$ cat src/rtl/lsu_pkg.sv
// Shared definitions for the load/store unit: funct3 codes, DATA_MEMORY
// size codes, FSM states and small width helpers.
package lsu_pkg;

  localparam logic [2:0] F3_LB  = 3'b000;
  localparam logic [2:0] F3_LH  = 3'b001;
  localparam logic [2:0] F3_LW  = 3'b010;
  localparam logic [2:0] F3_LBU = 3'b100;
  localparam logic [2:0] F3_LHU = 3'b101;
  localparam logic [2:0] F3_SB  = 3'b000;
  localparam logic [2:0] F3_SH  = 3'b001;
  localparam logic [2:0] F3_SW  = 3'b010;

  localparam logic [1:0] SIZE_B = 2'd0;
  localparam logic [1:0] SIZE_H = 2'd1;
  localparam logic [1:0] SIZE_W = 2'd3;

  typedef enum logic [1:0] {
    IDLE  = 2'd0,
    ISSUE = 2'd1,
    RESP  = 2'd2
  } lsu_state_e;

  // DATA_MEMORY size code for a funct3[1:0] width field
  function automatic logic [1:0] size_code(input logic [1:0] w);
    case (w)
      2'b00:   size_code = SIZE_B;
      2'b01:   size_code = SIZE_H;
      default: size_code = SIZE_W;
    endcase
  endfunction

  // Access width in bytes for a funct3[1:0] width field
  function automatic logic [2:0] access_bytes(input logic [1:0] w);
    case (w)
      2'b00:   access_bytes = 3'd1;
      2'b01:   access_bytes = 3'd2;
      default: access_bytes = 3'd4;
    endcase
  endfunction

endpackage

$ cat src/rtl/lsu_load_ext.sv
// Combinational sign/zero extension of raw DATA_MEMORY read data by funct3.
module lsu_load_ext
  import lsu_pkg::*;
(
  input  logic [2:0]  funct3,
  input  logic [31:0] raw,
  output logic [31:0] ext
);

  // Select extension mode from the load funct3
  always_comb begin
    ext = raw;
    case (funct3)
      F3_LB:   ext = {{24{raw[7]}}, raw[7:0]};
      F3_LH:   ext = {{16{raw[15]}}, raw[15:0]};
      F3_LBU:  ext = {24'h0, raw[7:0]};
      F3_LHU:  ext = {16'h0, raw[15:0]};
      default: ext = raw;
    endcase
  end

endmodule

$ cat src/rtl/load_store_unit.sv
// Load/store unit: accepts one RV32 load/store request, drives a single
// DATA_MEMORY access and returns an extended result or an error flag.
// Optional feature macro: LSU_MISALIGN_TRAP_EN (reject misaligned half/word).
module load_store_unit
  import lsu_pkg::*;
#(
  parameter int MEM_BYTES = 8,
  parameter int MEM_WAIT  = 0
) (
  input  logic        clk,
  input  logic        rst,
  input  logic        req_valid,
  output logic        req_ready,
  input  logic        req_we,
  input  logic [2:0]  req_funct3,
  input  logic [31:0] req_addr,
  input  logic [31:0] req_wdata,
  output logic        resp_valid,
  input  logic        resp_ready,
  output logic [31:0] resp_rdata,
  output logic        resp_err,
  output logic [31:0] mem_addr,
  output logic [31:0] mem_data_in,
  output logic        mem_we,
  output logic [1:0]  mem_size,
  input  logic [31:0] mem_data_out
);

  localparam logic [3:0]  WAIT_CYC = 4'(MEM_WAIT);
  localparam logic [32:0] MEM_END  = 33'(MEM_BYTES);

  lsu_state_e  state_q, state_d;
  logic        we_q, we_d;
  logic [2:0]  funct3_q, funct3_d;
  logic [3:0]  cnt_q, cnt_d;
  logic [31:0] rdata_q, rdata_d;
  logic        err_q, err_d;
  logic        mem_we_q, mem_we_d;
  logic [31:0] mem_addr_q, mem_addr_d;
  logic [31:0] mem_data_in_q, mem_data_in_d;
  logic [1:0]  mem_size_q, mem_size_d;

  logic [32:0] end_addr;
  logic        req_illegal;
  logic [31:0] ext_data;

  lsu_load_ext u_load_ext (
    .funct3 (funct3_q),
    .raw    (mem_data_out),
    .ext    (ext_data)
  );

  // Legality of the presented request: funct3, store width, range, alignment
  always_comb begin
    end_addr    = {1'b0, req_addr} + {30'h0, access_bytes(req_funct3[1:0])};
    req_illegal = (req_funct3[1:0] == 2'b11) || (req_funct3 == 3'b110) ||
                  (req_we && req_funct3[2]) || (end_addr > MEM_END);
`ifdef LSU_MISALIGN_TRAP_EN
    if ((req_funct3[1:0] == 2'b01) && req_addr[0])
      req_illegal = 1'b1;
    if ((req_funct3[1:0] == 2'b10) && (req_addr[1:0] != 2'b00))
      req_illegal = 1'b1;
`endif
  end

  // Next-state and registered-output computation
  always_comb begin
    state_d       = state_q;
    we_d          = we_q;
    funct3_d      = funct3_q;
    cnt_d         = cnt_q;
    rdata_d       = rdata_q;
    err_d         = err_q;
    mem_we_d      = 1'b0;
    mem_addr_d    = mem_addr_q;
    mem_data_in_d = mem_data_in_q;
    mem_size_d    = mem_size_q;
    case (state_q)
      IDLE: begin
        if (req_valid) begin
          we_d     = req_we;
          funct3_d = req_funct3;
          rdata_d  = '0;
          err_d    = req_illegal;
          cnt_d    = '0;
          if (req_illegal) begin
            state_d = RESP;
          end else begin
            // memory-side registers only move for accesses actually issued
            state_d       = ISSUE;
            mem_addr_d    = req_addr;
            mem_data_in_d = req_wdata;
            mem_size_d    = size_code(req_funct3[1:0]);
            mem_we_d      = req_we;
          end
        end
      end
      ISSUE: begin
        if (cnt_q == WAIT_CYC) begin
          state_d = RESP;
          if (!we_q)
            rdata_d = ext_data;
        end else begin
          cnt_d = cnt_q + 4'd1;
        end
      end
      RESP: begin
        if (resp_ready)
          state_d = IDLE;
      end
      default: state_d = IDLE;
    endcase
  end

  // State and output registers, cleared asynchronously
  always_ff @(posedge clk or posedge rst) begin
    if (rst) begin
      state_q       <= IDLE;
      we_q          <= 1'b0;
      funct3_q      <= '0;
      cnt_q         <= '0;
      rdata_q       <= '0;
      err_q         <= 1'b0;
      mem_we_q      <= 1'b0;
      mem_addr_q    <= '0;
      mem_data_in_q <= '0;
      mem_size_q    <= '0;
    end else begin
      state_q       <= state_d;
      we_q          <= we_d;
      funct3_q      <= funct3_d;
      cnt_q         <= cnt_d;
      rdata_q       <= rdata_d;
      err_q         <= err_d;
      mem_we_q      <= mem_we_d;
      mem_addr_q    <= mem_addr_d;
      mem_data_in_q <= mem_data_in_d;
      mem_size_q    <= mem_size_d;
    end
  end

  assign req_ready   = (state_q == IDLE) && !rst;
  assign resp_valid  = (state_q == RESP);
  assign resp_rdata  = rdata_q;
  assign resp_err    = err_q;
  assign mem_we      = mem_we_q;
  assign mem_addr    = mem_addr_q;
  assign mem_data_in = mem_data_in_q;
  assign mem_size    = mem_size_q;

endmodule

$ cat config.mk
export PLATFORM = sky130hd
export DESIGN_NAME = load_store_unit
export DESIGN_NICKNAME = d
export VERILOG_FILES = /design/src/rtl/lsu_pkg.sv /design/src/rtl/lsu_load_ext.sv /design/src/rtl/load_store_unit.sv
export SDC_FILE = /design/constraint.sdc
export NUM_CORES = 1
export LEC_CHECK = 0
export CAP_MARGIN = 20
export CORE_MARGIN = 10
export CORE_UTILIZATION = 39
export DETAILED_ROUTE_END_ITERATION = 10
export PLACE_DENSITY = 0.76
export SLEW_MARGIN = 10
export SYNTH_ARGS = -nofsm -noshare
export SYNTH_HDL_FRONTEND = slang
export SYNTH_SLANG_ARGS = --single-unit
$ cat constraint.sdc
create_clock -name clk -period 3.5 [get_ports clk]
set_clock_uncertainty 0.1 [all_clocks]
set_input_delay 0.7 -clock clk [delete_from_list [all_inputs] [get_ports clk]]
set_output_delay 0.7 -clock clk [all_outputs]
set_load 0.01 [all_outputs]
==> run_results.csv <==
group,metric,value,unit
status,outcome,"finished, final reports clean",
layout,nFillCells,1001,
sta,finalSetupTns,0,ns
pwr,p_leak,3.74,nW
sta,report.final.slew_viol_count,0,
clock_tree,clkSinkCount,110,
yosys,synth_fa_ha_area_frac,0.0180,
placed_design,postPlaceCellArea,0.00773,mm2
route,drt-total-wl,16400,um
clock_tree,clk_latency,0.34,ns
critical_path,endpoint_kind,"flip-flop",
yosys,synthArstFlopShare,1.00,
yosys,synth_compound_area_frac,0.0908,
route,routedWlPerCell,18.3,um
sta,tightest_slew,0.808,ns
yosys,syn_inst,470,
sta,period_share,0.970,
layout,area_growth,61.6,%
global_route,grt_first_pass_wirelength,26000,um
sta,hold_viol_final,0,
layout,drive_above_1_share,0.165,
die,dieArea,0.0182,mm2
yosys,synth-edff-count,0,
yosys,synth_top_family_by_area,"simple AND/OR/NAND/NOR gates",
yosys,synth.area.mux_share,0.108,
layout,final_common_cell,"clkdlybuf4s50_1",
job,cap_violations,0,
layout,finalNonFillerCells,899,
die,rows,41,
pwr,switching_share,0.245,
yosys,ys_ff_latch,110,
clock_tree,clockRootBuffer,"clkbuf_16",
sta,rsz0062_at_grt,"false",
clock_tree,cts_htree_levels,3,
route,drt.antenna.violating_nets,0,
yosys,ys_seq_area_frac,0.536,
pwr,vdd_ir_drop_max,0.197,mV
route,initialDrtViolationCount,230,
global_route,gr-usage-all-layers,0.178,
min_path,min_path_type,"reg -> reg",
pwr,p_sw,0.000660,W
route,viasPerCell,5.03,
clock_tree,cts_tree,"built",
critical_path,worstPathRequired,3.62,ns
sta,setup_viol,0,
global_route,overflow,0,
die,floorplan.initialDensity,0.402,
clock_tree,clkTransAtPathRegs,0.07,ns
yosys,syn_avg_cell_area,10.9,um2
global_route,grt_pass1_vias,4853,
layout,layout_common_cells,"clkdlybuf4s50_1, dfrtp_1, nand2_1",
pwr,p_int,0.00203,W
yosys,syn_nets,580,
layout,register_area,0.00275,mm2
critical_path,worstSetupPathType,"in -> reg",
clock_tree,numCtsBuffers,9,
layout,fin_area,0.00831,mm2
placed_design,place.gp.congestion,0.887,
route,num_vias,4523,
global_route,grt_max_degree,49,
die,die_width,135,um
layout,num_antenna_cells,0,
sta,relSlewSlack,0.460,
layout,multi_input_area,0.00238,mm2
placed_design,port_buffers,205,
sta,whs,0.380,ns
critical_path,cp_max_fo,7,
pwr,clkPwrFrac,0.370,
layout,fin_nets,832,
yosys,syn-cell-area,0.00514,mm2
pwr,p_comb_frac,0.140,
clock_tree,clock_path_buffers,2,
critical_path,critPathArrivalTime,3.51,ns
critical_path,cp-start-kind,"input port",
global_route,antenna_found_initial,0,
die,die_h,135,um
route,route.detailed.drc,0,
placed_design,dp_slack,-0.736,ns
route,first_pass_iters,5,
placed_design,place_hpwl,12600,um
yosys,synth_xor_area_frac,0.0222,
yosys,ys.flop_type,"dfrtp_1",
die,design.portCount,206,
sta,fin_ws,0.107,ns
sta,max_freq,295,MHz
sta,period_needed,3.39,ns
die,core,0.0128,mm2
pwr,p_seq_frac,0.491,
yosys,ys.warnings.count,0,
pwr,powerDensity,324,mW/mm2
placed_design,placed_cells,870,
yosys,yosys.area_share.simple,0.199,
yosys,synth.distinct_cells,51,
power by group through the flow:
stage / logic [W] / clock network (W) / registers, W
final: 0.000376 / 0.000995 / 0.00132
after floorplan: 0.000178 / 0 / 0.00131
after global placement: 0.000357 / 0 / 0.00134
after CTS: 0.000375 / 0.00102 / 0.00132
after detailed placement: 0.000364 / 0 / 0.00135
after global routing: 0.000414 / 0.00108 / 0.00133
critical path: stages:
cell       delay [ns]
buf_4            0.11
nor2_4           0.04
ha_4             0.15
fa_2             0.42
xor2_1           0.15
or3_1            0.31
maj3_2           0.32
o21ai_2          0.14
nand4_1          0.14
nor4_4           0.23
nand3_4          0.17
bufbuf_16        0.31
mux2_1           0.31
metal layers:
metal,vias up,track usage,share of wire
li1,2144,-,-
met1,2214,0.202,0.40
met2,146,0.324,0.51
met3,19,0.0397,0.066
met4,0,0.0568,0.017
met5,-,0,0
Yosys cell counts (2+ instances only):
cell type,number,area share
mux2_2,6,0.013
nor3b_1,2,0.0029
nand2_1,61,0.045
nand4b_1,2,0.0034
and4_1,3,0.0051
o22ai_1,3,0.0037
nor3_1,8,0.0078
buf_2,3,0.0029
nand4_1,6,0.0073
or3_1,3,0.0037
o21ai_0,47,0.046
clkbuf_1,17,0.012
and2_1,31,0.038
mux2_1,25,0.055
nor4_2,4,0.0097
buf_6,3,0.0066
and3_1,6,0.0073
a21oi_1,8,0.0078
xor2_1,5,0.0085
mux2_4,11,0.032
nor2_1,15,0.011
o31ai_1,2,0.0029
nor4b_1,2,0.0034
nand3_1,8,0.0078
xnor2_1,8,0.014
ha_1,5,0.012
o21a_1,8,0.012
nand2b_1,2,0.0024
dfrtp_1,110,0.54
mux2i_1,4,0.0078
inv_1,6,0.0044
nor2b_1,20,0.024
a21o_1,3,0.0044
nor4_1,4,0.0049
a211oi_1,2,0.0029
a31oi_1,2,0.0024
worst paths after layout:
kind | from | cells after the start | to | slack [ns]
setup / recovery | req_funct3[0] | 13 | mem_addr[0] | 0.11
hold / removal | resp_rdata[23] | 2 | resp_rdata[23] | 0.38
setup reg to reg | state_q[1] | 6 | mem_addr[0] | 1.23
hold reg to reg | resp_rdata[23] | 2 | resp_rdata[23] | 0.38
max in group asynchronous | rst | 3 | mem_addr[15] | 1.82
min in group asynchronous | rst | 2 | cnt_q[2] | 0.78
flip-flops by register name (all words and copies together) (netlist names):
register and flops:
cnt_q 4, funct3_q 3, mem_addr 32, mem_data_in 32
mem_size 2, mem_we 1, resp_err 1, resp_rdata 32
state_q 2, we_q 1
final cells by class:
class | instances | share of cell area
Sequential cell | 110 | 0.331
Timing Repair Buffer | 264 | 0.318
Multi-Input combinational cell | 331 | 0.286
Clock buffer | 11 | 0.0304
Tap cell | 172 | 0.0259
Clock inverter | 5 | 0.00497
Inverter | 6 | 0.00316
through the flow:
step / utilization / total power, W
after global placement: 0.605 / 0.00170
after CTS: 0.647 / 0.00272
final: 0.650 / 0.00269
after floorplan: - / 0.00149
after global routing: 0.650 / 0.00282
after detailed placement: 0.605 / 0.00171
what timing repair did:
item                                    CTS  global route
cloned                                    4             0
endpoints found under the setup margin   68            66
resized for setup                        29            10
pin swaps                                 8             4
setup buffers                             6             3
hold buffers                              0             0
cell families (layout without fill, tap and decap cells):
| family | count (synthesis) | in the layout |
|---|---|---|
| compound gates | 81 | 81 |
| xor+xnor | 13 | 13 |
| fa+ha+maj | 7 | 7 |
| buf+inv | 29 | 286 |
| flops | 110 | 110 |
| mux | 46 | 46 |
| simple gates | 184 | 184 |
Power figures use the tool's default switching activity.
